[config.mk]
export PLATFORM = sky130hd
export DESIGN_NAME = imem_fetch_ctrl_flat
export DESIGN_NICKNAME = d
export VERILOG_FILES = /design/src/rtl/fetch_pkg.sv /design/src/rtl/imem_fetch_ctrl_if.sv /design/src/rtl/fetch_skid_fifo.sv /design/src/rtl/imem_fetch_ctrl.sv /design/src/flat_wrapper.sv
export SDC_FILE = /design/constraint.sdc
export NUM_CORES = 1
export LEC_CHECK = 0
export CAP_MARGIN = 30
export CORE_UTILIZATION = 40
export CTS_CLUSTER_SIZE = 20
export DETAILED_ROUTE_END_ITERATION = 8
export PLACE_DENSITY = 0.76
export SLEW_MARGIN = 20
export SYNTH_ARGS = -nofsm -noshare
export SYNTH_HDL_FRONTEND = slang
export SYNTH_SLANG_ARGS = --single-unit
[constraint.sdc]
create_clock -name clk -period 2.2 [get_ports clk]
set_input_delay 0.22 -clock clk [delete_from_list [all_inputs] [get_ports clk]]
set_output_delay 0.22 -clock clk [all_outputs]
set_load 0.02 [all_outputs]
[src/rtl/fetch_pkg.sv]
// Shared constants and types for the instruction-fetch sequencer.
//   IMEM_DEPTH / AW : instruction memory size and PC width (PC wraps mod IMEM_DEPTH)
//   RESET_PC        : first word address fetched after reset
//   FQ_DEPTH        : depth of the fetch return queue
//   fetch_state_e   : controller FSM encoding
//   fq_entry_t      : one queue entry, {pc, instr}
package fetch_pkg;

  localparam int IMEM_DEPTH = 256;
  localparam int AW         = 8;
  localparam logic [AW-1:0] RESET_PC = '0;
  localparam int FQ_DEPTH   = 2;

  typedef enum logic {
    IDLE = 1'b0,
    RUN  = 1'b1
  } fetch_state_e;

  typedef struct packed {
    logic [31:0] pc;
    logic [31:0] instr;
  } fq_entry_t;

endpackage

[src/rtl/imem_fetch_ctrl_if.sv]
// Bus bundle between the fetch controller, the instruction memory and decode.
//   imem_addr   : word address to memory (controller drives)
//   imem_data   : registered read data, valid the cycle after an issue
//   instr_valid : queue head valid (controller drives)
//   instr_data  : queue head instruction word
//   instr_pc    : word address of instr_data
//   instr_ready : decode accepts the head
// master = fetch controller side, slave = memory/decode side.
interface imem_fetch_ctrl_if;

  logic [31:0] imem_addr;
  logic [31:0] imem_data;
  logic        instr_valid;
  logic [31:0] instr_data;
  logic [31:0] instr_pc;
  logic        instr_ready;

  modport master (
    output imem_addr,
    input  imem_data,
    output instr_valid,
    output instr_data,
    output instr_pc,
    input  instr_ready
  );

  modport slave (
    input  imem_addr,
    output imem_data,
    input  instr_valid,
    input  instr_data,
    input  instr_pc,
    output instr_ready
  );

endinterface

[src/rtl/fetch_skid_fifo.sv]
// Two-entry return queue holding {pc, instr} words from memory.
//   clk, rst : clock, synchronous active-high reset (clears entries to 0)
//   push/din : write an entry at the tail
//   pop      : remove the head (ignored when empty)
//   flush    : drop all entries; wins over push
//   count    : number of valid entries (0..2)
//   head     : oldest entry; holds its last value while empty
// Entry 0 is always the head, so an emptied queue keeps presenting the most
// recently consumed word rather than an older stale slot.
module fetch_skid_fifo
  import fetch_pkg::*;
(
  input  logic       clk,
  input  logic       rst,
  input  logic       push,
  input  logic       pop,
  input  logic       flush,
  input  fq_entry_t  din,
  output logic [1:0] count,
  output fq_entry_t  head
);

  localparam logic [1:0] FULL = 2'(FQ_DEPTH);

  fq_entry_t  ent0;
  fq_entry_t  ent1;
  logic [1:0] cnt_q;
  logic       pop_eff;
  logic [1:0] cnt_after_pop;

  assign pop_eff       = pop & (cnt_q != 2'd0);
  assign cnt_after_pop = cnt_q - {1'b0, pop_eff};

  always_ff @(posedge clk) begin
    if (rst) begin
      cnt_q <= 2'd0;
      ent0  <= '0;
      ent1  <= '0;
    end else if (flush) begin
      cnt_q <= 2'd0;
    end else begin
      // Shift the second entry forward when the head leaves a full queue.
      if (pop_eff && cnt_q == FULL) ent0 <= ent1;
      if (push) begin
        if (cnt_after_pop == 2'd0) ent0 <= din;
        else                       ent1 <= din;
      end
      cnt_q <= cnt_after_pop + {1'b0, push};
    end
  end

  assign count = cnt_q;
  assign head  = ent0;

  // The controller's credit check must make this unreachable.
  a_no_overflow : assert property (@(posedge clk) disable iff (rst)
    !(push && !flush && cnt_after_pop == FULL))
    else $fatal(1, "fetch_skid_fifo: push while full");

endmodule

[src/rtl/imem_fetch_ctrl.sv]
// Instruction-fetch sequencer: owns the PC, issues single-cycle reads to the
// instruction memory, tracks the one in-flight read, queues returned words and
// hands {instr, pc} to decode over valid/ready. Handles redirects and enable.
//   clk, rst       : clock, synchronous active-high reset
//   fetch_en       : 1 = issue fetches; 0 = stop issuing (in-flight still lands)
//   redirect_valid : load PC from redirect_pc, flush queue and in-flight read
//   redirect_pc    : target word address (low AW bits used)
//   fetch_pc       : current PC (status)
//   bus            : memory address/data and decode handshake (master side)
//
// state | meaning
// IDLE  | not issuing; waits for fetch_en
// RUN   | issuing whenever fetch_en, no redirect and queue credit allow
module imem_fetch_ctrl
  import fetch_pkg::*;
(
  input  logic              clk,
  input  logic              rst,
  input  logic              fetch_en,
  input  logic              redirect_valid,
  input  logic [31:0]       redirect_pc,
  output logic [31:0]       fetch_pc,
  imem_fetch_ctrl_if.master bus
);

  fetch_state_e  state_q;
  fetch_state_e  state_d;
  logic [AW-1:0] pc_q;
  logic [AW-1:0] inflight_pc_q;
  logic          inflight_q;

  logic [1:0]    q_count;
  fq_entry_t     q_head;
  fq_entry_t     q_din;
  logic          pop;
  logic          issue;
  logic          credit;
  logic [1:0]    occ;
  logic          unused_redirect_hi;

  assign unused_redirect_hi = ^redirect_pc[31:AW];

  assign bus.instr_valid = (q_count != 2'd0);
  assign pop             = bus.instr_valid & bus.instr_ready;

  // Queued plus in-flight words may never exceed the queue depth; a pop in
  // the same cycle frees the slot the new read will land in.
  assign occ    = q_count + {1'b0, inflight_q};
  assign credit = (occ < 2'(FQ_DEPTH)) | ((occ == 2'(FQ_DEPTH)) & pop);

  always_comb begin
    state_d = state_q;
    issue   = 1'b0;
    case (state_q)
      IDLE: begin
        if (fetch_en) state_d = RUN;
      end
      RUN: begin
        if (!fetch_en) state_d = IDLE;
        issue = fetch_en & ~redirect_valid & credit;
      end
      default: state_d = IDLE;
    endcase
  end

  always_ff @(posedge clk) begin
    if (rst) begin
      state_q       <= IDLE;
      pc_q          <= RESET_PC;
      inflight_q    <= 1'b0;
      inflight_pc_q <= RESET_PC;
    end else begin
      state_q    <= state_d;
      inflight_q <= issue;
      if (issue) inflight_pc_q <= pc_q;
      if (redirect_valid) pc_q <= redirect_pc[AW-1:0];
      else if (issue)     pc_q <= pc_q + AW'(1);
    end
  end

  assign q_din = '{pc: {{(32-AW){1'b0}}, inflight_pc_q}, instr: bus.imem_data};

  // A redirect flushes the queue and discards the word landing this cycle.
  fetch_skid_fifo u_fifo (
    .clk   (clk),
    .rst   (rst),
    .push  (inflight_q),
    .pop   (pop),
    .flush (redirect_valid),
    .din   (q_din),
    .count (q_count),
    .head  (q_head)
  );

  assign bus.imem_addr  = {{(32-AW){1'b0}}, pc_q};
  assign fetch_pc       = {{(32-AW){1'b0}}, pc_q};
  assign bus.instr_data = q_head.instr;
  assign bus.instr_pc   = q_head.pc;

endmodule
[src/flat_wrapper.sv]
// flat-port wrapper written by rule: the top's interface ports become plain ports
module imem_fetch_ctrl_flat import fetch_pkg::*;
  (clk, rst, fetch_en, redirect_valid, redirect_pc, fetch_pc, bus_imem_addr, bus_imem_data, bus_instr_valid, bus_instr_data, bus_instr_pc, bus_instr_ready);
  imem_fetch_ctrl_if bus_i ();
  input  logic clk;
  input  logic rst;
  input  logic fetch_en;
  input  logic redirect_valid;
  input  logic [31:0] redirect_pc;
  output logic [31:0] fetch_pc;
  output wire logic [$bits(bus_i.imem_addr)-1:0] bus_imem_addr;
  input wire logic [$bits(bus_i.imem_data)-1:0] bus_imem_data;
  output wire logic [$bits(bus_i.instr_valid)-1:0] bus_instr_valid;
  output wire logic [$bits(bus_i.instr_data)-1:0] bus_instr_data;
  output wire logic [$bits(bus_i.instr_pc)-1:0] bus_instr_pc;
  input wire logic [$bits(bus_i.instr_ready)-1:0] bus_instr_ready;
  assign bus_imem_addr = bus_i.imem_addr;
  assign bus_i.imem_data = bus_imem_data;
  assign bus_instr_valid = bus_i.instr_valid;
  assign bus_instr_data = bus_i.instr_data;
  assign bus_instr_pc = bus_i.instr_pc;
  assign bus_i.instr_ready = bus_instr_ready;
  imem_fetch_ctrl u_core (.clk(clk), .rst(rst), .fetch_en(fetch_en), .redirect_valid(redirect_valid), .redirect_pc(redirect_pc), .fetch_pc(fetch_pc), .bus(bus_i));
endmodule
==> impl_metrics.csv <==
group,metric,value,unit
die,fp.coreArea,12820,sq um
clock_tree,clkLatencyLatePin,0.40,ns
global_route,grt_busiest_layer,"met2",
finish,synthToLayoutAreaGrowth,37.02,%
routing,antenna_left,0,
critical_path,crit_fanout,19,
clock_tree,cts_tree,"done",
global_route,use_met3,0.05911,
clock_tree,root_buffer,"clkbuf_16",
critical_path,path_cells,"or2_4, and2_1, ha_2, a31oi_4, buf_4, clkbuf_16, a221oi_1",
die,num_rows,41,
clock_tree,clk_pin_slew,0.05,ns
routing,via_per_inst,4.875,
critical_path,worstSetupPathType,"flop to flop",
place,dp_cells,896,
yosys,syn_area,5344,sq um
place,dp_hpwl,7.624,mm
critical_path,worstPathRequired,2.50,ns
die,die_y,117.6,microns
critical_path,end_kind,"flop",
outcome,status,"finished, final reports clean",
clock_tree,cts_made_buffers,17,
yosys,synth.ff_latch_count,124,
yosys,syn-mean-instance-area,8.469,sq um
routing,drt_wl_total,12.42,mm
die,dieArea,13830,sq um
pwr,max-vdd-ir-drop,0.6476,mV
routing,num_vias,4529,
timing,min_period_over_period,0.9470,
critical_path,worstSetupStartpointType,"flop",
timing,drv_slew,0,
global_route,grt_use_total,0.1758,
clock_tree,hold_buffers,0,
finish,fin_util,0.5709,
finish,layout.cells.non_filler,929,
min_path,hold_class,"input pin to flop",
finish,layout-drive-gt1-share,0.09775,
yosys,yosys_warnings,0,
critical_path,crit_slowest_cell,"ha_2",
yosys,synth_cell_types,46,
finish,antennaDiodeCount,0,
yosys,seq_area_frac_synth,0.4645,
timing,fin_crit,2.083,ns
finish,nets,818,
place,gp_congestion,0.7943,
clock_tree,cts_buffer_depth,2,
routing,drtIter0Drc,235,
critical_path,worst_path_largest_cell_delay,0.42,ns
place,io_buffers,125,
global_route,grt_pass1_vias,4126,
pwr,powerDensity,757.7,nW/um^2
global_route,grt_max_degree,94,
global_route,grt_use_met1,0.2284,
die,io_pins,198,
die,initial_utilization,0.4167,
timing,finalClockSkew,0.005833,ns
routing,drc_errors,0,
timing,finalSetupViolCount,0,
run,cap_violations,0,
routing,drt_first_pass_iters,4,
global_route,overflow,0,
global_route,grt_first_pass_wirelength,19.97,mm
die,die_x,117.6,microns
finish,n_fill_cell,1138,
yosys,synthCells,631,
timing,fmax,0.4800,GHz
routing,post_drt_wl_per_cell,13.37,microns
timing,whs,0.08415,ns
global_route,use_met2,0.2755,
timing,finalHoldViolations,0,
clock_tree,htree_levels,4,
critical_path,crit_arrival,2.38,ns
pwr,p_leak,2.721,nW
clock_tree,cts.sinks,124,
global_route,antenna_found_initial,0,
critical_path,r2r_setup_slack,0.12,ns
pwr,power.total,5.548,mW
-- Yosys cell counts, drive strengths merged --
library cell  number  area share
a2111oi            1      0.0016
a21boi             1      0.0014
a21oi             92       0.086
a221oi            39       0.076
a311o              1      0.0019
a311oi             1      0.0016
a31oi              4      0.0075
a32oi              3      0.0049
a41oi              1      0.0016
and2               2      0.0023
and3              28       0.033
and3b              1      0.0016
and4bb             1      0.0023
buf               82        0.11
clkbuf            21       0.015
clkinv             1     0.00070
conb               1     0.00070
dfxtp            124        0.46
ha                 4      0.0094
inv               44       0.031
mux2               1      0.0021
nand2            124       0.087
nand2b             2      0.0023
nand3             13       0.012
nor2               4      0.0028
nor2b              3      0.0035
nor3               2      0.0019
o211ai             2      0.0028
o21a               1      0.0014
o21ai             11       0.010
o22a               1      0.0016
o22ai              1      0.0012
o311ai             4      0.0066
or2                1      0.0012
or3                3      0.0035
or4                3      0.0042
xnor2              2      0.0047
xor2               1      0.0016
-- per-layer routing --
| metal | share of wire | routed length (microns) | up-vias |
|---|---|---|---|
| met4 | 0.0058 | 72 | 0 |
| li1 | - | - | 2283 |
| met2 | 0.47 | 5868 | 155 |
| met1 | 0.45 | 5635 | 2086 |
| met3 | 0.068 | 847 | 5 |
| met5 | 0 | 0 | - |
-- critical path, delay by kind of cell, from the launching register on --
kind            cells  cell delay (ns)
fa+ha+maj           1             0.42
simple gates        2             0.40
flops               1             0.34
compound gates      2             0.44
buf+inv             2             0.37
-- logic make-up after synthesis --
logic type	synth area share
buffers and inverters	0.1529
multiplexers	0.002107
adder cells (fa/ha/maj)	0.009366
AND/OR/NAND/NOR	0.1578
flip-flops	0.4645
other	0.0007017
XOR/XNOR	0.006323
AO/OA/AOI/OAI	0.2063
-- where the power goes --
part	switching, mW	internal, mW	total [mW]
registers	0.0227	2.27	2.29
logic	0.230	0.164	0.394
clock network	0.919	1.94	2.86
total	1.17	4.38	5.55
-- final cells by class --
class                           count  area, sq um  area share
Sequential cell                   124         2482      0.3390
Multi-Input combinational cell    406         2270      0.3100
Clock inverter                      8        140.1     0.01914
Inverter                           45        168.9     0.02307
Clock buffer                       23        467.9     0.06391
Tap cell                          172        215.2     0.02939
Timing Repair Buffer              151         1578      0.2155
-- worst paths after layout --
check / depth (start not counted) / to / startpoint
setup reg to reg: 7 / u_core.u_fifo.head[25] / u_core.u_fifo.count[0]
hold reg to reg: 2 / u_core.u_fifo.ent1[16] / u_core.u_fifo.ent1[16]
setup / recovery: 7 / u_core.u_fifo.head[25] / u_core.u_fifo.count[0]
hold / removal: 2 / u_core.u_fifo.ent1[2] / rst
-- cell usage in the layout, fill, tap and decap left out, types with 3 or more instances in the layout --
cell / n
or4_1: 3
nand3_1: 12
ha_1: 3
clkbuf_1: 4
a221oi_2: 10
nand2_1: 124
or3_1: 3
a21oi_1: 92
clkdlybuf4s50_1: 124
and3_1: 27
o21ai_0: 10
dfxtp_1: 124
buf_12: 9
nor2_1: 4
buf_4: 16
inv_1: 44
a221oi_1: 29
o311ai_0: 4
clkinv_2: 4
conb_1: 48
a31oi_1: 3
a32oi_1: 3
clkbuf_16: 18
nor2b_1: 3
bufinv_16: 4
-- through the flow --
stage | cell area, sq um | TNS, ns | setup WS [ns]
after floorplan | 5523 | 0 | 0.02978
after global placement | 6660 | 0 | 0.04123
after detailed placement | 6660 | -0.006141 | -0.006141
after CTS | 7268 | 0 | 0.06703
after global routing | 7322 | -0.02038 | -0.009100
final | 7322 | 0 | 0.1166
-- state kept, by name (all words and copies together), names as in the netlist --
register	flops
u_core.state_q	1
u_core.pc_q	8
u_core.u_fifo.ent1	40
u_core.inflight_pc_q	8
u_core.u_fifo.count	2
u_core.inflight_q	1
u_core.u_fifo.head	64
-- repair_timing --
item | in CTS | in global routing
setup endpoints to repair | 0 | 17
setup buffers | 0 | 1
gates resized for setup | 0 | 4
No activity file was read; power rests on OpenSTA's default activity.
